## src/rtl/piano_ps2_pkg.sv

```systemverilog
// Shared scan-code constants, arrow bit positions and frame FSM encoding
// for the PS/2 arrow-key receiver.
package piano_ps2_pkg;

    localparam logic [7:0] SC_EXT   = 8'hE0;
    localparam logic [7:0] SC_BREAK = 8'hF0;
    localparam logic [7:0] SC_LEFT  = 8'h6B;
    localparam logic [7:0] SC_DOWN  = 8'h72;
    localparam logic [7:0] SC_UP    = 8'h75;
    localparam logic [7:0] SC_RIGHT = 8'h74;

    localparam int ARROW_LEFT  = 0;
    localparam int ARROW_DOWN  = 1;
    localparam int ARROW_UP    = 2;
    localparam int ARROW_RIGHT = 3;

    typedef enum logic [1:0] {
        IDLE   = 2'd0,
        DATA   = 2'd1,
        PARITY = 2'd2,
        STOP   = 2'd3
    } frame_state_t;

    // One-hot arrow mask for an extended scan code; zero for anything else.
    function automatic logic [3:0] arrow_mask(input logic [7:0] code);
        logic [3:0] m;
        m = 4'b0000;
        case (code)
            SC_LEFT:  m[ARROW_LEFT]  = 1'b1;
            SC_DOWN:  m[ARROW_DOWN]  = 1'b1;
            SC_UP:    m[ARROW_UP]    = 1'b1;
            SC_RIGHT: m[ARROW_RIGHT] = 1'b1;
            default:  m = 4'b0000;
        endcase
        return m;
    endfunction

endpackage

```

## src/rtl/ps2_frame_rx.sv

```systemverilog
// PS/2 device-to-host byte receiver: synchronizers, clock glitch filter,
// 11-bit framing FSM with odd-parity/stop checks and an inactivity timeout.
module ps2_frame_rx
    import piano_ps2_pkg::*;
#(
    parameter int FILTER_LEN     = 8,
    parameter int TIMEOUT_CYCLES = 50000
) (
    input  logic       clock,
    input  logic       reset,
    input  logic       ps2_clk,
    input  logic       ps2_dat,
    output logic [7:0] scan_code,
    output logic       scan_valid,
    output logic       frame_error
);

    localparam int FILT_W = $clog2(FILTER_LEN + 1);
    localparam int TO_W   = $clog2(TIMEOUT_CYCLES);

    logic              r_clk_s1, r_clk_s2, r_dat_s1, r_dat_s2;
    logic              r_filt;
    logic [FILT_W-1:0] r_filt_cnt;
    logic              w_filt_flip;
    logic              w_fall;

    frame_state_t      r_state, w_state_next;
    logic [2:0]        r_bit_cnt, w_bit_cnt_next;
    logic [7:0]        r_shift, w_shift_next;
    logic              r_par_err, w_par_err_next;
    logic [TO_W-1:0]   r_to_cnt, w_to_cnt_next;
    logic [7:0]        r_code, w_code_next;
    logic              r_valid, w_valid_next;
    logic              r_err, w_err_next;

    always_ff @(posedge clock) begin
        if (reset) begin
            r_clk_s1 <= 1'b1;
            r_clk_s2 <= 1'b1;
            r_dat_s1 <= 1'b1;
            r_dat_s2 <= 1'b1;
        end else begin
            r_clk_s1 <= ps2_clk;
            r_clk_s2 <= r_clk_s1;
            r_dat_s1 <= ps2_dat;
            r_dat_s2 <= r_dat_s1;
        end
    end

    // The filter counts consecutive samples that disagree with the current
    // filtered level; the FILTER_LEN-th such sample flips it.
    assign w_filt_flip = (r_clk_s2 != r_filt) && (r_filt_cnt == FILT_W'(FILTER_LEN - 1));
    assign w_fall      = w_filt_flip && r_filt;

    always_ff @(posedge clock) begin
        if (reset) begin
            r_filt     <= 1'b1;
            r_filt_cnt <= '0;
        end else if (r_clk_s2 == r_filt) begin
            r_filt_cnt <= '0;
        end else if (w_filt_flip) begin
            r_filt     <= r_clk_s2;
            r_filt_cnt <= '0;
        end else begin
            r_filt_cnt <= r_filt_cnt + 1'b1;
        end
    end

    always_ff @(posedge clock) begin
        if (reset) begin
            r_state   <= IDLE;
            r_bit_cnt <= '0;
            r_shift   <= '0;
            r_par_err <= 1'b0;
            r_to_cnt  <= '0;
            r_code    <= '0;
            r_valid   <= 1'b0;
            r_err     <= 1'b0;
        end else begin
            r_state   <= w_state_next;
            r_bit_cnt <= w_bit_cnt_next;
            r_shift   <= w_shift_next;
            r_par_err <= w_par_err_next;
            r_to_cnt  <= w_to_cnt_next;
            r_code    <= w_code_next;
            r_valid   <= w_valid_next;
            r_err     <= w_err_next;
        end
    end

    always_comb begin
        w_state_next   = r_state;
        w_bit_cnt_next = r_bit_cnt;
        w_shift_next   = r_shift;
        w_par_err_next = r_par_err;
        w_code_next    = r_code;
        w_valid_next   = 1'b0;
        w_err_next     = 1'b0;
        w_to_cnt_next  = (r_state == IDLE || w_fall) ? '0 : r_to_cnt + 1'b1;

        if (r_state != IDLE && !w_fall && r_to_cnt == TO_W'(TIMEOUT_CYCLES - 1)) begin
            w_state_next = IDLE;
            w_err_next   = 1'b1;
        end else if (w_fall) begin
            case (r_state)
                IDLE: begin
                    if (!r_dat_s2) begin
                        w_state_next   = DATA;
                        w_bit_cnt_next = '0;
                    end
                end
                DATA: begin
                    w_shift_next   = {r_dat_s2, r_shift[7:1]};
                    w_bit_cnt_next = r_bit_cnt + 1'b1;
                    if (r_bit_cnt == 3'd7) begin
                        w_state_next = PARITY;
                    end
                end
                PARITY: begin
                    w_par_err_next = ~(^r_shift ^ r_dat_s2);
                    w_state_next   = STOP;
                end
                STOP: begin
                    if (r_dat_s2 && !r_par_err) begin
                        w_valid_next = 1'b1;
                        w_code_next  = r_shift;
                    end else begin
                        w_err_next = 1'b1;
                    end
                    w_state_next = IDLE;
                end
                default: w_state_next = IDLE;
            endcase
        end
    end

    assign scan_code   = r_code;
    assign scan_valid  = r_valid;
    assign frame_error = r_err;

endmodule

```

## src/rtl/ps2_arrow_receiver.sv

```systemverilog
// PS/2 scan-code set 2 arrow-key decoder: held levels plus one-cycle make
// pulses for left/down/up/right, on top of the raw byte receiver.
module ps2_arrow_receiver
    import piano_ps2_pkg::*;
#(
    parameter int FILTER_LEN     = 8,
    parameter int TIMEOUT_CYCLES = 50000
) (
    input  logic       clock,
    input  logic       reset,
    input  logic       ps2_clk,
    input  logic       ps2_dat,
    output logic [7:0] scan_code,
    output logic       scan_valid,
    output logic       frame_error,
    output logic [3:0] arrow_held,
    output logic [3:0] arrow_press
);

    logic [7:0] w_code;
    logic       w_valid;
    logic       w_err;
    logic [3:0] w_mask;
    logic       r_ext, r_brk;
    logic [3:0] r_held, r_press;

    ps2_frame_rx #(
        .FILTER_LEN     (FILTER_LEN),
        .TIMEOUT_CYCLES (TIMEOUT_CYCLES)
    ) u_frame_rx (
        .clock       (clock),
        .reset       (reset),
        .ps2_clk     (ps2_clk),
        .ps2_dat     (ps2_dat),
        .scan_code   (w_code),
        .scan_valid  (w_valid),
        .frame_error (w_err)
    );

    assign w_mask = arrow_mask(w_code);

    always_ff @(posedge clock) begin
        if (reset) begin
            r_ext   <= 1'b0;
            r_brk   <= 1'b0;
            r_held  <= 4'b0000;
            r_press <= 4'b0000;
        end else begin
            r_press <= 4'b0000;
            if (w_err) begin
                r_ext <= 1'b0;
                r_brk <= 1'b0;
            end else if (w_valid) begin
                if (w_code == SC_EXT) begin
                    r_ext <= 1'b1;
                end else if (w_code == SC_BREAK) begin
                    r_brk <= 1'b1;
                end else begin
                    // Only a fresh make pulses; typematic repeats of a held key stay silent.
                    if (r_ext && w_mask != 4'b0000) begin
                        if (r_brk) begin
                            r_held <= r_held & ~w_mask;
                        end else if ((r_held & w_mask) == 4'b0000) begin
                            r_held  <= r_held | w_mask;
                            r_press <= w_mask;
                        end
                    end
                    r_ext <= 1'b0;
                    r_brk <= 1'b0;
                end
            end
        end
    end

    assign scan_code   = w_code;
    assign scan_valid  = w_valid;
    assign frame_error = w_err;
    assign arrow_held  = r_held;
    assign arrow_press = r_press;

endmodule

```

## config.mk

```make
export PLATFORM = sky130hd
export DESIGN_NAME = ps2_arrow_receiver
export DESIGN_NICKNAME = d
export VERILOG_FILES = /design/src/rtl/piano_ps2_pkg.sv /design/src/rtl/ps2_frame_rx.sv /design/src/rtl/ps2_arrow_receiver.sv
export SDC_FILE = /design/constraint.sdc
export NUM_CORES = 1
export LEC_CHECK = 0
export BUFFER_PORTS_ARGS = -buffer_cell sky130_fd_sc_hd__buf_2
export CAP_MARGIN = 20
export CORE_ASPECT_RATIO = 0.5
export CORE_MARGIN = 3
export CORE_UTILIZATION = 52
export DETAILED_ROUTE_END_ITERATION = 10
export PLACE_DENSITY = 0.74
export SYNTH_ARGS = -nofsm -noshare
export SYNTH_HDL_FRONTEND = slang
export SYNTH_SLANG_ARGS = --single-unit
```

## constraint.sdc

```tcl
create_clock -name clock -period 1.7 [get_ports clock]
set_clock_uncertainty 0.2 [all_clocks]
set_input_delay 0.17 -clock clock [delete_from_list [all_inputs] [get_ports clock]]
set_output_delay 0.17 -clock clock [all_outputs]
set_load 0.1 [all_outputs]
```

======== Yosys cells after proc, flatten, opt, wreduce, memory -nomap -nowiden ========
Index checks and enable logic that the tools add are counted.
operators by class
  equal/unequal tests ..................... 17
  multiply operators ...................... 0
  multiplexer cells ....................... 19
  reductions and logical operators ........ 31
  $lt $le $gt $ge ......................... 0
  bitwise operators ....................... 16
  add/sub/neg operators ................... 3
  div/mod/pow operators ................... 0
  shifts and indexed selects .............. 0
operator list
  kind                   number
  $eq 8x7->1 const B     4
  $add 16x1->16 const B  1
  $eq 16x16->1 const B   1
  $eq 8x8->1 const B     2
  $mux 1                 12
  $not 1->1              11
  $reduce_and 3->1       3
  $and 4x4->4            2
  $mux 4                 2
  $pmux 2 s4             1
  $reduce_and 4->1       2
  $reduce_or 8->1        1
  $reduce_xor 8->1       1
  $logic_and 1x1->1      6
  $pmux 3 s2             1
  $reduce_and 2->1       3
  $reduce_and 6->1       1
  $reduce_bool 2->1      3
  $reduce_or 2->1        3
  $add 4x1->4 const B    1
  $eq 2x2->1 const B     2
  $eq 4x3->1 const B     1
  $logic_not 4->1        1
  $mux 2                 2
  17 further kinds       19
word-level totals
  logic and storage cells ................. 104
  latch bits .............................. 0
  register bits ........................... 59
  memories ................................ 0
  memory bits (read-only) ................. 0
  output and inout port bits .............. 18
  bits in writable memories ............... 0

======== Depth between registers and ports, before layout ========
  depth in word-level cells ............... 8
  gate-level depth with buffers ........... 7
  gate-level depth less buffers ........... 6

======== By module ========
A second synthesis with hierarchy kept.
second synthesis, totals
  cell total of the unflattened synthesis .. 277
  area, all modules ....................... 2608.8 um^2
by module, submodules not included
  module              cells an instance  times used  area each (um^2)
  ps2_frame_rx        214                1           2062.0
  ps2_arrow_receiver  63                 1           546.8

======== Least setup slack after synthesis ========
No wires, ideal clock.
  kind .................................... register -> register
  start point ............................. register u_frame_rx.r_code[0], in the netlist u_frame_rx.scan_code[0]
  end point ............................... register r_press[0], in the netlist arrow_press[0]
  period minus slack after synthesis ...... 2.503 ns
  cell stages (with the launch flop) ...... 7
  required time ........................... 1.405 ns
  setup time .............................. 0.095 ns
  data arrival time ....................... 2.208 ns
  path slack .............................. -0.803 ns
  cells stage by stage .................... dfxtp_1 > clkbuf_1 > mux2_1 > a22oi_1 > or2_1 > nand4b_1 > nor4_1
between the ends
  word-level cells in the longest chain between the ends .. 6
  elaborated cells between the ends (all ways) .. 17
  classes of those cells .................. eq/ne: 6; mux: 4; bitwise: 3; reduce/logical: 4
RTL lines
  element                                                      RTL line                                            RTL
  start, declared                                              ps2_frame_rx.sv:32                                  logic [7:0] r_code, w_code_next;
  start signal, assigned                                       ps2_frame_rx.sv:85                                  r_code <= w_code_next;
  $eq 8x7->1                                                   piano_ps2_pkg.sv:28                                 case (code)
  $mux 1                                                       piano_ps2_pkg.sv:28
  $and 4x4->4 / $reduce_bool 4->1 (equally long branches)      ps2_arrow_receiver.sv:63, ps2_arrow_receiver.sv:60
  $logic_not 4->1 / $logic_and 1x1->1 (equally long branches)  ps2_arrow_receiver.sv:63, ps2_arrow_receiver.sv:60
  $not 1->1 (no source line)                                   --
  $reduce_or 8->1 (no source line)                             --
  end signal, assigned                                         ps2_arrow_receiver.sv:65                            r_press <= w_mask;
  end, declared                                                ps2_arrow_receiver.sv:25                            logic [3:0] r_held, r_press;
Several ways; a longest one is shown, not always the timed one.
A chain may end at the register's enable or synchronous reset.

======== Final worst setup path ========
  start point ............................. register u_frame_rx.r_to_cnt[11]
  end point ............................... register u_frame_rx.r_err, in the netlist u_frame_rx.frame_error
between the ends
  word-level cells in the longest chain between the ends .. 3
RTL lines
  element                 RTL line             RTL
  start, declared         ps2_frame_rx.sv:31   logic [TO_W-1:0] r_to_cnt, w_to_cnt_next;
  start signal, assigned  ps2_frame_rx.sv:84   r_to_cnt <= w_to_cnt_next;
  $eq 16x16->1            ps2_frame_rx.sv:101  if (r_state != IDLE && !w_fall && r_to_cnt == TO_W'(TIMEOUT_CYCLES - 1)) begin
  $logic_and 1x1->1       ps2_frame_rx.sv:101
  $mux 1                  ps2_frame_rx.sv:101
  end signal, assigned    ps2_frame_rx.sv:87   r_err <= w_err_next;
  end, declared           ps2_frame_rx.sv:34   logic r_err, w_err_next;
No other way between the ends.

==> impl_metrics.tcl <==
set metrics [dict create \
    outcome "finished, violations left" \
    failed_checks "setup timing" \
    critical_path.max_fanout 3 \
    hold_ws_ns 0.2096 \
    r2r_start "u_frame_rx.r_to_cnt[11]$_SDFF_PP0_" \
    leakagePower_nw 1.475 \
    arrival_ns 2.06 \
    clkTransAtPathRegs_ns 0.07 \
    grt_max_degree 29 \
    finish.instance_area_um2 3543 \
    hold_violations 0 \
    synthCells 264 \
    vias 2170 \
    die-area_um2 5770 \
    die_x_um 104.5 \
    synth-seq-area-share_pct 46.85 \
    cellPowerDensity_nw_per_um2 767.0 \
    crit_chain "or4b_1 > or4_4 > nor4_4 > a31oi_1 > nor2_1" \
    cts_sinks 59 \
    grt_antenna_before_repair 0 \
    nNetsFinal 348 \
    dpl.hpwl_um 3718 \
    setup_slack_ns -0.2970 \
    final.fill_count 294 \
    syn_avg_cell_area_um2 9.550 \
    rows 17 \
    report.final.slew_viol_count 0 \
    crit_family "simple AND/OR/NAND/NOR gates" \
    rsz0062_at_grt "yes" \
    finalCriticalPeriod_ns 1.997 \
    synth-edff-count 0 \
    clk_latency_ns 0.33 \
    ant_nets 0 \
    clockRootBuffer "clkbuf_8" \
    critPathMaxStageDelay_ns 0.52 \
    crit_type "flip-flop to flip-flop" \
    tightest_slew_ns 0.4958 \
    synthArstFlopShare_pct 0 \
    final_core_util_pct 78.21 \
    ir_worst_vdd_mv 0.5731 \
    yosysWarnings 0 \
    drive_above_1_share_pct 41.64 \
    critPathLaunchType "flip-flop" \
    drtIter0Drc 76 \
    hp-start "u_frame_rx.r_dat_s1$_SDFF_PP1_" \
    yosysTopAreaCell "dfxtp_1" \
    ys_ff_latch 59 \
    overflow 0 \
    syn-cell-area_um2 2521 \
    cts.path.max_buffers 2 \
    synth_cell_types 44 \
    synth_top_area_share_pct 46.85 \
    syn-num-nets 276 \
    cp.required_ns 1.77 \
    synthTopCellsByArea "dfxtp_1 47%, mux2i_1 6.7%, nor2_1 6.7%, xnor2_1 5.2%, ha_1 4.0%" \
    placed_area_um2 2995 \
    grt_usage_pct 21.42 \
    slew-limit-headroom_pct 67.17 \
    grt_pass1_vias 2124 \
    critPathSlowestCell "or4b_1" \
    crit_buf_inv 0 \
    num_antenna_cells 0 \
    startpoint "u_frame_rx.r_to_cnt[11]$_SDFF_PP0_" \
    wl_um 6330 \
    numCtsBuffers 9 \
    core_area_um2 4531 \
    ios 22 \
    r2r_slack_ns -0.30 \
    drv_cap 0 \
    die_h_um 55.24 \
    cts_tree "yes" \
    start_util_pct 55.65 \
    viasPerCell 5.332 \
    synth_ff_type "dfxtp_1" \
    power_mw 2.718 \
    wire_per_inst_um 15.55 \
    fmax_mhz 500.8 \
    drc 0 \
    setup_violations 43 \
    worstHoldPathType "flip-flop to flip-flop" \
    io_buffers 21 \
    htree_levels 3 \
    gp_congestion 0.7542 \
    drt_pre_antenna_iters 4 \
    fin_crit_sh_pct 117.5 \
    areaGrowthSynthToFinish_pct 40.55 \
    grt_pass1_wl_um 9825 \
    end_kind "flip-flop" \
]
## flip-flops by register name, indices dropped and copies added, names as in the netlist, named ones only
| name | flops |
|---|---|
| u_frame_rx.r_to_cnt | 16 |
| u_frame_rx.r_shift | 8 |
| u_frame_rx.scan_code | 8 |
| arrow_press | 4 |
| u_frame_rx.r_filt_cnt | 4 |
| u_frame_rx.r_bit_cnt | 3 |
| u_frame_rx.r_state | 2 |
| r_brk | 1 |
| r_ext | 1 |
| u_frame_rx.frame_error | 1 |
| u_frame_rx.r_clk_s1 | 1 |
| u_frame_rx.r_clk_s2 | 1 |
| u_frame_rx.r_dat_s1 | 1 |
| u_frame_rx.r_dat_s2 | 1 |
| u_frame_rx.r_filt | 1 |
| u_frame_rx.r_par_err | 1 |
| u_frame_rx.scan_valid | 1 |
## cells by family (layout without fill, tap and decap cells)
kind of cell,after synthesis,count (layout),share of synthesized area (%)
simple gates,113,113,24.22
xor+xnor,25,25,8.685
mux,18,18,7.196
flops,59,59,46.85
fa+ha+maj,8,8,3.970
compound gates,25,25,6.601
buf+inv,16,93,2.481
## synthesized netlist by cell type, types with 4 or more instances
library cell  count
dfxtp_1          59
nor2_1           45
mux2i_1          17
xnor2_1          15
nand2_1          12
xor2_1           10
clkbuf_1          8
ha_1              8
a21oi_1           7
and3_1            7
inv_1             6
nand3_1           6
nand4b_1          4
nor2b_1           4
or2_2             4
or3_1             4
## layout make-up
class                           instances  area (um^2)  area share (%)
Multi-Input combinational cell        189         1480           41.77
Sequential cell                        59         1225           34.57
Timing Repair Buffer                   71        529.3           14.94
Clock buffer                           12        156.4           4.414
Tap cell                               66        82.58           2.331
Clock inverter                          4        47.55           1.342
Inverter                                6        22.52          0.6356
## per-layer routing
metal / share of wire, % / wire, um / track usage [%] / vias up
met5: 0 / 0 / 0 / -
met4: 2.0 / 125 / 8.712 / 0
met3: 4.1 / 258 / 8.401 / 13
met2: 51 / 3205 / 34.77 / 42
met1: 43 / 2741 / 25.60 / 1063
li1: - / - / - / 1052
## stage by stage
step / setup WS, ns / instances / TNS, ns
4_1_cts: -0.3014 / 403 / -1.893
5_1_grt: -0.3469 / 407 / -6.574
6_report: -0.2970 / 407 / -4.200
3_5_place_dp: -0.3105 / 375 / -1.392
2_1_floorplan: -0.1807 / 264 / -1.204
3_3_place_gp: -0.2299 / 375 / -0.7586
## where the power goes
part | internal, mW | switching (mW) | total, mW
sequential | 1.37 | 0.00426 | 1.38
clock | 0.762 | 0.541 | 1.30
combinational | 0.0164 | 0.0217 | 0.0380
total | 2.15 | 0.567 | 2.72
## worst paths after layout
| check | end | cells past startpoint |
|---|---|---|
| setup reg to reg | u_frame_rx.frame_error$_SDFF_PP0_ | 5 |
| hold / removal | u_frame_rx.r_dat_s2$_SDFF_PP1_ | 1 |
| hold reg to reg | u_frame_rx.r_dat_s2$_SDFF_PP1_ | 1 |
| setup / recovery | u_frame_rx.frame_error$_SDFF_PP0_ | 5 |
## cells in the final DEF, fill, tap and decap left out, types with 3 or more instances in the layout
cell type,n
nor3_1,3
dfxtp_2,8
nor2_4,8
clkbuf_8,9
buf_6,5
xor2_1,9
o21ai_1,4
nand3b_1,3
dlygate4sd3_1,3
buf_4,41
nor2_2,7
inv_1,6
nand4_1,3
xnor2_1,15
buf_2,20
nand2_1,11
nor2b_1,3
dfxtp_4,9
ha_1,6
nor2_1,31
and3_1,5
or2_2,4
mux2i_1,16
dfxtp_1,42
a21oi_1,7
a31oi_1,3
nand3_1,6
nand4b_1,4
## repair_timing
action                                  4_1_cts  5_1_grt
cloned                                        2        0
pin swaps                                     9       14
hold buffers                                  3        0
endpoints found under the setup margin       24       47
resized for setup                            19       41
endpoints found under the hold margin         8        0
setup buffers                                 8        4
Note: power is estimated with default switching activity, not from simulation.
